===== src/rtl/hit_gen.sv =====
// Pulse generator for a TDC: arms the enable, launches a hit of programmed width, then captures the result, flags a timeout, or flags a done that came too early.
// Latency: oEnable rises 1 cycle after iStart is sampled and oHit 1+ARM_CYC cycles after it. No backpressure: iStart is taken only in IDLE.
module hit_gen #(
    parameter int DIG_OUT    = 32,
    parameter int WIDTH_BITS = 8,
    parameter int ARM_CYC    = 4,
    parameter int TIMEOUT    = 1024
) (
    input  logic                  iClk,
    input  logic                  iRst,
    input  logic                  iStart,
    input  logic [WIDTH_BITS-1:0] iWidth,
    output logic                  oEnable,
    output logic                  oHit,
    input  logic                  iDone,
    input  logic [DIG_OUT-1:0]    iTDC,
    output logic [DIG_OUT-1:0]    oResult,
    output logic                  oValid,
    output logic [1:0]            oStatus,
    output logic                  oBusy,
    output logic [15:0]           oCount
);

    localparam int MAX_W = (1 << WIDTH_BITS);
    localparam int MAX_A = (TIMEOUT > ARM_CYC) ? TIMEOUT : ARM_CYC;
    localparam int MAX_V = (MAX_A > MAX_W) ? MAX_A : MAX_W;
    localparam int CNT_W = $clog2(MAX_V + 1);
    localparam logic [CNT_W-1:0] CNT_ONE = CNT_W'(1);

    localparam logic [1:0] ST_OK      = 2'b00;
    localparam logic [1:0] ST_TIMEOUT = 2'b01;
    localparam logic [1:0] ST_EARLY   = 2'b10;

    // One-hot so that each output is a flop bit rather than a decode.
    typedef enum logic [4:0] {
        S_IDLE = 5'b00001,
        S_ARM  = 5'b00010,
        S_HIGH = 5'b00100,
        S_WAIT = 5'b01000,
        S_DONE = 5'b10000
    } state_t;

    state_t                r_state;
    state_t                w_next;
    logic [CNT_W-1:0]      r_cnt;
    logic [WIDTH_BITS-1:0] r_w;
    logic [DIG_OUT-1:0]    r_result;
    logic [1:0]            r_status;
    logic [15:0]           r_count;

    logic                  w_arm_last;
    logic                  w_high_last;
    logic                  w_timeout;
    logic [WIDTH_BITS-1:0] w_w_in;

    assign w_arm_last  = (r_cnt == CNT_W'(ARM_CYC - 1));
    assign w_high_last = ((r_cnt + CNT_ONE) == CNT_W'(r_w));
    assign w_timeout   = (r_cnt == CNT_W'(TIMEOUT - 1));
    assign w_w_in      = (iWidth == '0) ? WIDTH_BITS'(1) : iWidth;

    always_comb begin
        w_next = r_state;
        case (r_state)
            S_IDLE: if (iStart) w_next = S_ARM;
            S_ARM:  if (w_arm_last) w_next = S_HIGH;
            S_HIGH: begin
                if (iDone)            w_next = S_DONE;
                else if (w_high_last) w_next = S_WAIT;
            end
            S_WAIT: if (iDone || w_timeout) w_next = S_DONE;
            S_DONE: w_next = S_IDLE;
            default: w_next = S_IDLE;
        endcase
    end

    always_ff @(posedge iClk or posedge iRst) begin
        if (iRst) begin
            r_state  <= S_IDLE;
            r_cnt    <= '0;
            r_w      <= '0;
            r_result <= '0;
            r_status <= ST_OK;
            r_count  <= '0;
        end else begin
            r_state <= w_next;
            // The counter restarts at 0 on every state change and idles at 0.
            if ((w_next != r_state) || (r_state == S_IDLE)) r_cnt <= '0;
            else                                            r_cnt <= r_cnt + CNT_ONE;

            if ((r_state == S_IDLE) && iStart) r_w <= w_w_in;

            if ((r_state == S_HIGH) && iDone) begin
                r_result <= iTDC;
                r_status <= ST_EARLY;
                r_count  <= r_count + 16'd1;
            end else if ((r_state == S_WAIT) && iDone) begin
                r_result <= iTDC;
                r_status <= ST_OK;
                r_count  <= r_count + 16'd1;
            end else if ((r_state == S_WAIT) && w_timeout) begin
                r_result <= '0;
                r_status <= ST_TIMEOUT;
                r_count  <= r_count + 16'd1;
            end
        end
    end

    assign oHit    = r_state[2];
    assign oEnable = r_state[1] | r_state[2] | r_state[3];
    assign oValid  = r_state[4];
    assign oBusy   = ~r_state[0];
    assign oResult = r_result;
    assign oStatus = r_status;
    assign oCount  = r_count;

endmodule


===== config.mk =====
export PLATFORM = sky130hd
export DESIGN_NAME = hit_gen
export DESIGN_NICKNAME = d
export VERILOG_FILES = /design/src/rtl/hit_gen.sv
export SDC_FILE = /design/constraint.sdc
export NUM_CORES = 1
export LEC_CHECK = 0
export CORE_UTILIZATION = 44
export CTS_BUF_LIST = sky130_fd_sc_hd__clkbuf_4 sky130_fd_sc_hd__clkbuf_8 sky130_fd_sc_hd__clkbuf_16
export CTS_CLUSTER_SIZE = 14
export DETAILED_ROUTE_END_ITERATION = 7
export PLACE_DENSITY = 0.73
export SLEW_MARGIN = 20
export SYNTH_ARGS = -nofsm -noshare
export SYNTH_HDL_FRONTEND = slang
export SYNTH_SLANG_ARGS = --single-unit
export TNS_END_PERCENT = 1

===== constraint.sdc =====
create_clock -name iClk -period 2.27 [get_ports iClk]
set_input_delay 0.454 -clock iClk [delete_from_list [all_inputs] [get_ports iClk]]
set_output_delay 0.454 -clock iClk [all_outputs]
set_load 0.05 [all_outputs]

# Word level (Yosys, flattened, before mapping)
# Cells that the tools add are included.
# classes
n_bitwise	3
n_eq_ne	8
reduce_logical	8
add_sub_neg	2
n_mux	17
# op_table
operator	n
32-bit 2-to-1 mux	3
16-bit 2-to-1 mux	3
5-bit 2-to-1 mux	5
5-bit one-hot mux with 4 select lines	1
16-bit by 1-bit adder with 16-bit output, second input constant	1
11-bit by 1-bit adder with 11-bit output, second input constant	1
11-bit by 10-bit equality test with 1-bit output, second input constant	1
11-bit by 2-bit equality test with 1-bit output, second input constant	1
11-bit by 8-bit equality test with 1-bit output	1
11-bit 2-to-1 mux	1
8-bit logical NOT	1
8-bit 2-to-1 mux	1
2-bit 2-to-1 mux	3
5-bit by 1-bit equality test with 1-bit output, second input constant	1
5-bit by 2-bit equality test with 1-bit output, second input constant	1
5-bit by 3-bit equality test with 1-bit output, second input constant	1
5-bit by 4-bit equality test with 1-bit output, second input constant	1
5-bit inequality test	1
1-bit logical AND	4
3-bit nonzero test	1
1-bit logical OR	2
1-bit bitwise OR	2
1-bit inverter	1
# word_totals
register_bits	74

# Longest topological paths before layout
# logic_depth
ltp_word	8
ltp_mapped	8
depth_no_buf	6

# Worst setup path before layout
# OpenSTA, ideal clock, no wires.
# synth_timing
path_kind	reg-to-reg
startpoint	register r_state[4]
endpoint	register r_count[1] (netlist: oCount[1])
stages_incl_launch_ff	7
path_buffers	2
setup_slack_ns	0.132
period_less_slack_ns	2.138
required_time_ns	2.142
arrival_time_ns	2.011
path_cell_list	dfrtp_1 > nor3_2 > and3_1 > buf_2 > a21oi_4 > buf_6 > mux2_1
# synth_between
elab_chain_cells	4
elab_cells_between_ends	8
# synth_lines
item	line	text
start, declared	43	state_t r_state;
start signal, assigned	85	r_state <= w_next;
5-bit by 4-bit equality test with 1-bit output	96, 100	
1-bit logical AND	96	end else if ((r_state == S_WAIT) && iDone) begin
16-bit 2-to-1 mux	96	
16-bit 2-to-1 mux	92	if ((r_state == S_HIGH) && iDone) begin
end signal, assigned	95	r_count <= r_count + 16'd1;
end signal, assigned	99	r_count <= r_count + 16'd1;
end signal, assigned	103	r_count <= r_count + 16'd1;
end, declared	49	logic [15:0] r_count;
# Parallel ways exist; a longest one is shown, timed or not.
# A chain may end at the register's enable or synchronous reset.

# Worst setup path in the final report
# layout_timing
startpoint	register r_state[0]
endpoint	output oBusy
# layout_between
elab_chain_cells	1
# layout_lines
item	line	text
1-bit inverter	111	assign oBusy = ~r_state[0];
end, declared	20	output logic oBusy,
# Every way passes these cells.

==> results.ini <==
[synthesis]
yosys-top-cells-count=nand2_1 (74), dfrtp_1 (73), o21ai_0 (34)
syn_inst=371
yosysSeqAreaShare=0.496
syn_nets=417
synth-seq-cells=74
synth.avg_cell_area_sq_um=10.1
synth_top_area_share=0.489
async_reset_ff_frac=1.00
yosysTopAreaCell=dfrtp_1
ys.flop_type=dfrtp_1
yosysMostFrequentCell=nand2_1
synth-edff-count=0
synth_cell_types=58
syn_area_sq_mm=0.00374
yosysWarnings=0
yosys-top-cells-area=dfrtp_1 (49%), nand2_1 (7.4%), xor2_1 (5.2%)

[worst_setup_path]
crit_arrival_ns=1.74
rrSetupSlack_ns=0.17
r2r_cells=5
cp-end-kind=primary output
r2r-end=r_cnt[3]
critPathLaunch=r_state[0]
crit_slowest_cell=clkdlybuf4s50_1
setup.worst_path.end=oBusy
crit_required_ns=1.82
reg2reg_from=r_state[1]
cp-start-kind=register
crit_chain=inv_1, clkdlybuf4s50_1
crit_path_max_incr_delay_ns=0.70
crit_type=register to primary output
crit_fanout=8

[die]
fp.dieArea_sq_mm=0.00886
chipWidth_um=94.1
rows=33
core_area_sq_mm=0.00822
start_util=0.455
die_y_um=94.1
ioPinCount=98

[power_and_ir_drop]
pwr-share-clk=0.333
peakVddDrop_mv=0.333
power_frac_comb=0.219
power_frac_seq=0.448
power_switching_uw=972
p_int_uw=2440
power_switching_share=0.285
leakagePower_uw=0.00221
p_per_area_mw_per_mm2=662

[clock_tree]
cts_tree=done
cts-buffers-inserted=9
insertion_delay_ns=0.35
clk_pin_slew_ns=0.09
cts_sinks=74
ctsHtreeMaxLevel=3
cts_buffer_depth=2
root_buffer=clkbuf_8

[global_routing]
antenna_found_initial=0
grt_pass1_vias=3159
grt_first_pass_wirelength_um=15300
grt_max_degree=42
overflow=0
grt_use_total=0.221

[detailed_routing]
avgViaCountPerCell=5.42
ant_nets=0
routed_wl_um=8940
met1Wirelength_um=4000
post-route-drc-count=0
top_layer=met4
wl_per_cell_um=15.3
drt_first_iter_violations=124
drt_first_pass_iters=4
dr_wl_met2_um=4220
wl_met3_um=628
num_vias=3178

[place]
gp_congestion=0.893
place_inst=571
port_buffers=97
post-dp-hpwl_um=6370

[sta]
clock.fmax_ghz=0.455
fin_crit_ns=2.20
finalSetupTns_ns=0
finalCritPeriodShare=0.967
fin_skew_ns=0.0177
relSlewSlack=0.635
slew_viol_final=0
rsz0062_at_grt=no
hold_viol=0
setup_viol=0
worst_pin_slew_ns=0.546

[layout]
syn_to_final_growth_pct=37.9
drive_gt1_frac=0.133
antenna_cells=0
fillCellCount=654
nets=523
instances_no_fill=586

[job]
drv_cap=0

[hold_path]
hold_class=input pin to asynchronous set/reset pin

[run_status]
outcome=complete, no violations

## placed cells by master, fill, tap and decap left out, types with 3 or more instances in the layout
cell type / synthesis / layout
clkdlybuf4s50_1: 0 / 94
nand2_1: 74 / 74
dfrtp_1: 73 / 73
o21ai_0: 34 / 34
xor2_1: 22 / 22
buf_4: 1 / 19
nor2_1: 18 / 18
nand3_1: 13 / 13
xnor2_1: 11 / 11
clkbuf_8: 0 / 9
mux2_2: 7 / 7
nor3_1: 7 / 7
a211oi_1: 7 / 7
a21oi_1: 6 / 6
and3_1: 5 / 5
nand4_1: 5 / 5
nor4b_2: 4 / 4
nor3_2: 4 / 4
and2_1: 4 / 4
inv_1: 5 / 4
nor4_1: 4 / 4
nor4_4: 2 / 3
a31oi_1: 3 / 3
nor2b_1: 3 / 3
buf_12: 0 / 3
## what timing repair did
item	in CTS	in global routing
setup buffers	0	0
hold buffers	0	0
endpoints found under the setup margin	0	7
endpoints found under the hold margin	0	0
resized for setup	0	2
## sequential cells by signal (all words and copies together), names as in the netlist
register and flops:
r_w 8, oCount 16, oStatus 2, r_state 5, oResult 32, r_cnt 11
## worst max-delay path: cells and delay by family, from the launching register on
family	cells	cell delay, ns
buffers and inverters	2	0.79
DFF	1	0.62
## worst min path at each step
stage                      end  slack (ns)  depth (start not counted)
floorplan             r_cnt[0]        0.48                          1
global placement    oCount[15]        0.47                          1
detailed placement  oCount[15]        0.48                          1
CTS                  oCount[7]        0.48                          2
global route        oCount[13]        0.52                          2
finish              oCount[13]        0.47                          2
## through the flow
step	hold WS [ns]	instance area (sq um)	power (uW)	utilization	setup slack, ns
final	0.473	5150	3410	0.627	0.0746
after global routing	0.518	5150	3590	0.627	0.00327
after CTS	0.476	5150	3440	0.627	0.0235
after detailed placement	0.477	4930	2310	0.600	0.0622
after global placement	0.466	4930	2280	0.600	0.181
after floorplan	0.480	3740	2040	-	0.132
## routing by layer
metal  vias up  GRT usage
met4         0     0.0718
met1      1545      0.305
met2       103      0.333
met3        13     0.0631
met5         -          0
li1       1517          -
## cell families after synthesis
kind of cell | count (synthesis) | synth area share
AO/OA/AOI/OAI | 67 | 0.120
XOR/XNOR | 34 | 0.0837
adder cells (fa/ha/maj) | 2 | 0.00670
buffers and inverters | 27 | 0.0322
flip-flops | 74 | 0.496
multiplexers | 9 | 0.0268
AND/OR/NAND/NOR | 158 | 0.235
## area by class of cell
cell class | instances | area, sq um | share of cell area
clock buffers | 11 | 139 | 0.0269
clock inverters | 4 | 77.6 | 0.0151
inverters | 5 | 22.5 | 0.00437
multi-input cells | 270 | 1770 | 0.344
flip-flops and latches | 74 | 1850 | 0.360
well taps | 105 | 131 | 0.0255
repair buffers | 117 | 1160 | 0.224
## power groups by stage
| stage | Sequential (uW) | Combinational [uW] | Clock (uW) |
|---|---|---|---|
| final | 1530 | 749 | 1140 |
| after global routing | 1550 | 821 | 1220 |
| after CTS | 1530 | 753 | 1160 |
| after detailed placement | 1560 | 750 | 0 |
| after global placement | 1550 | 735 | 0 |
| after floorplan | 1510 | 534 | 0 |
(Power assumes the default switching activity.)
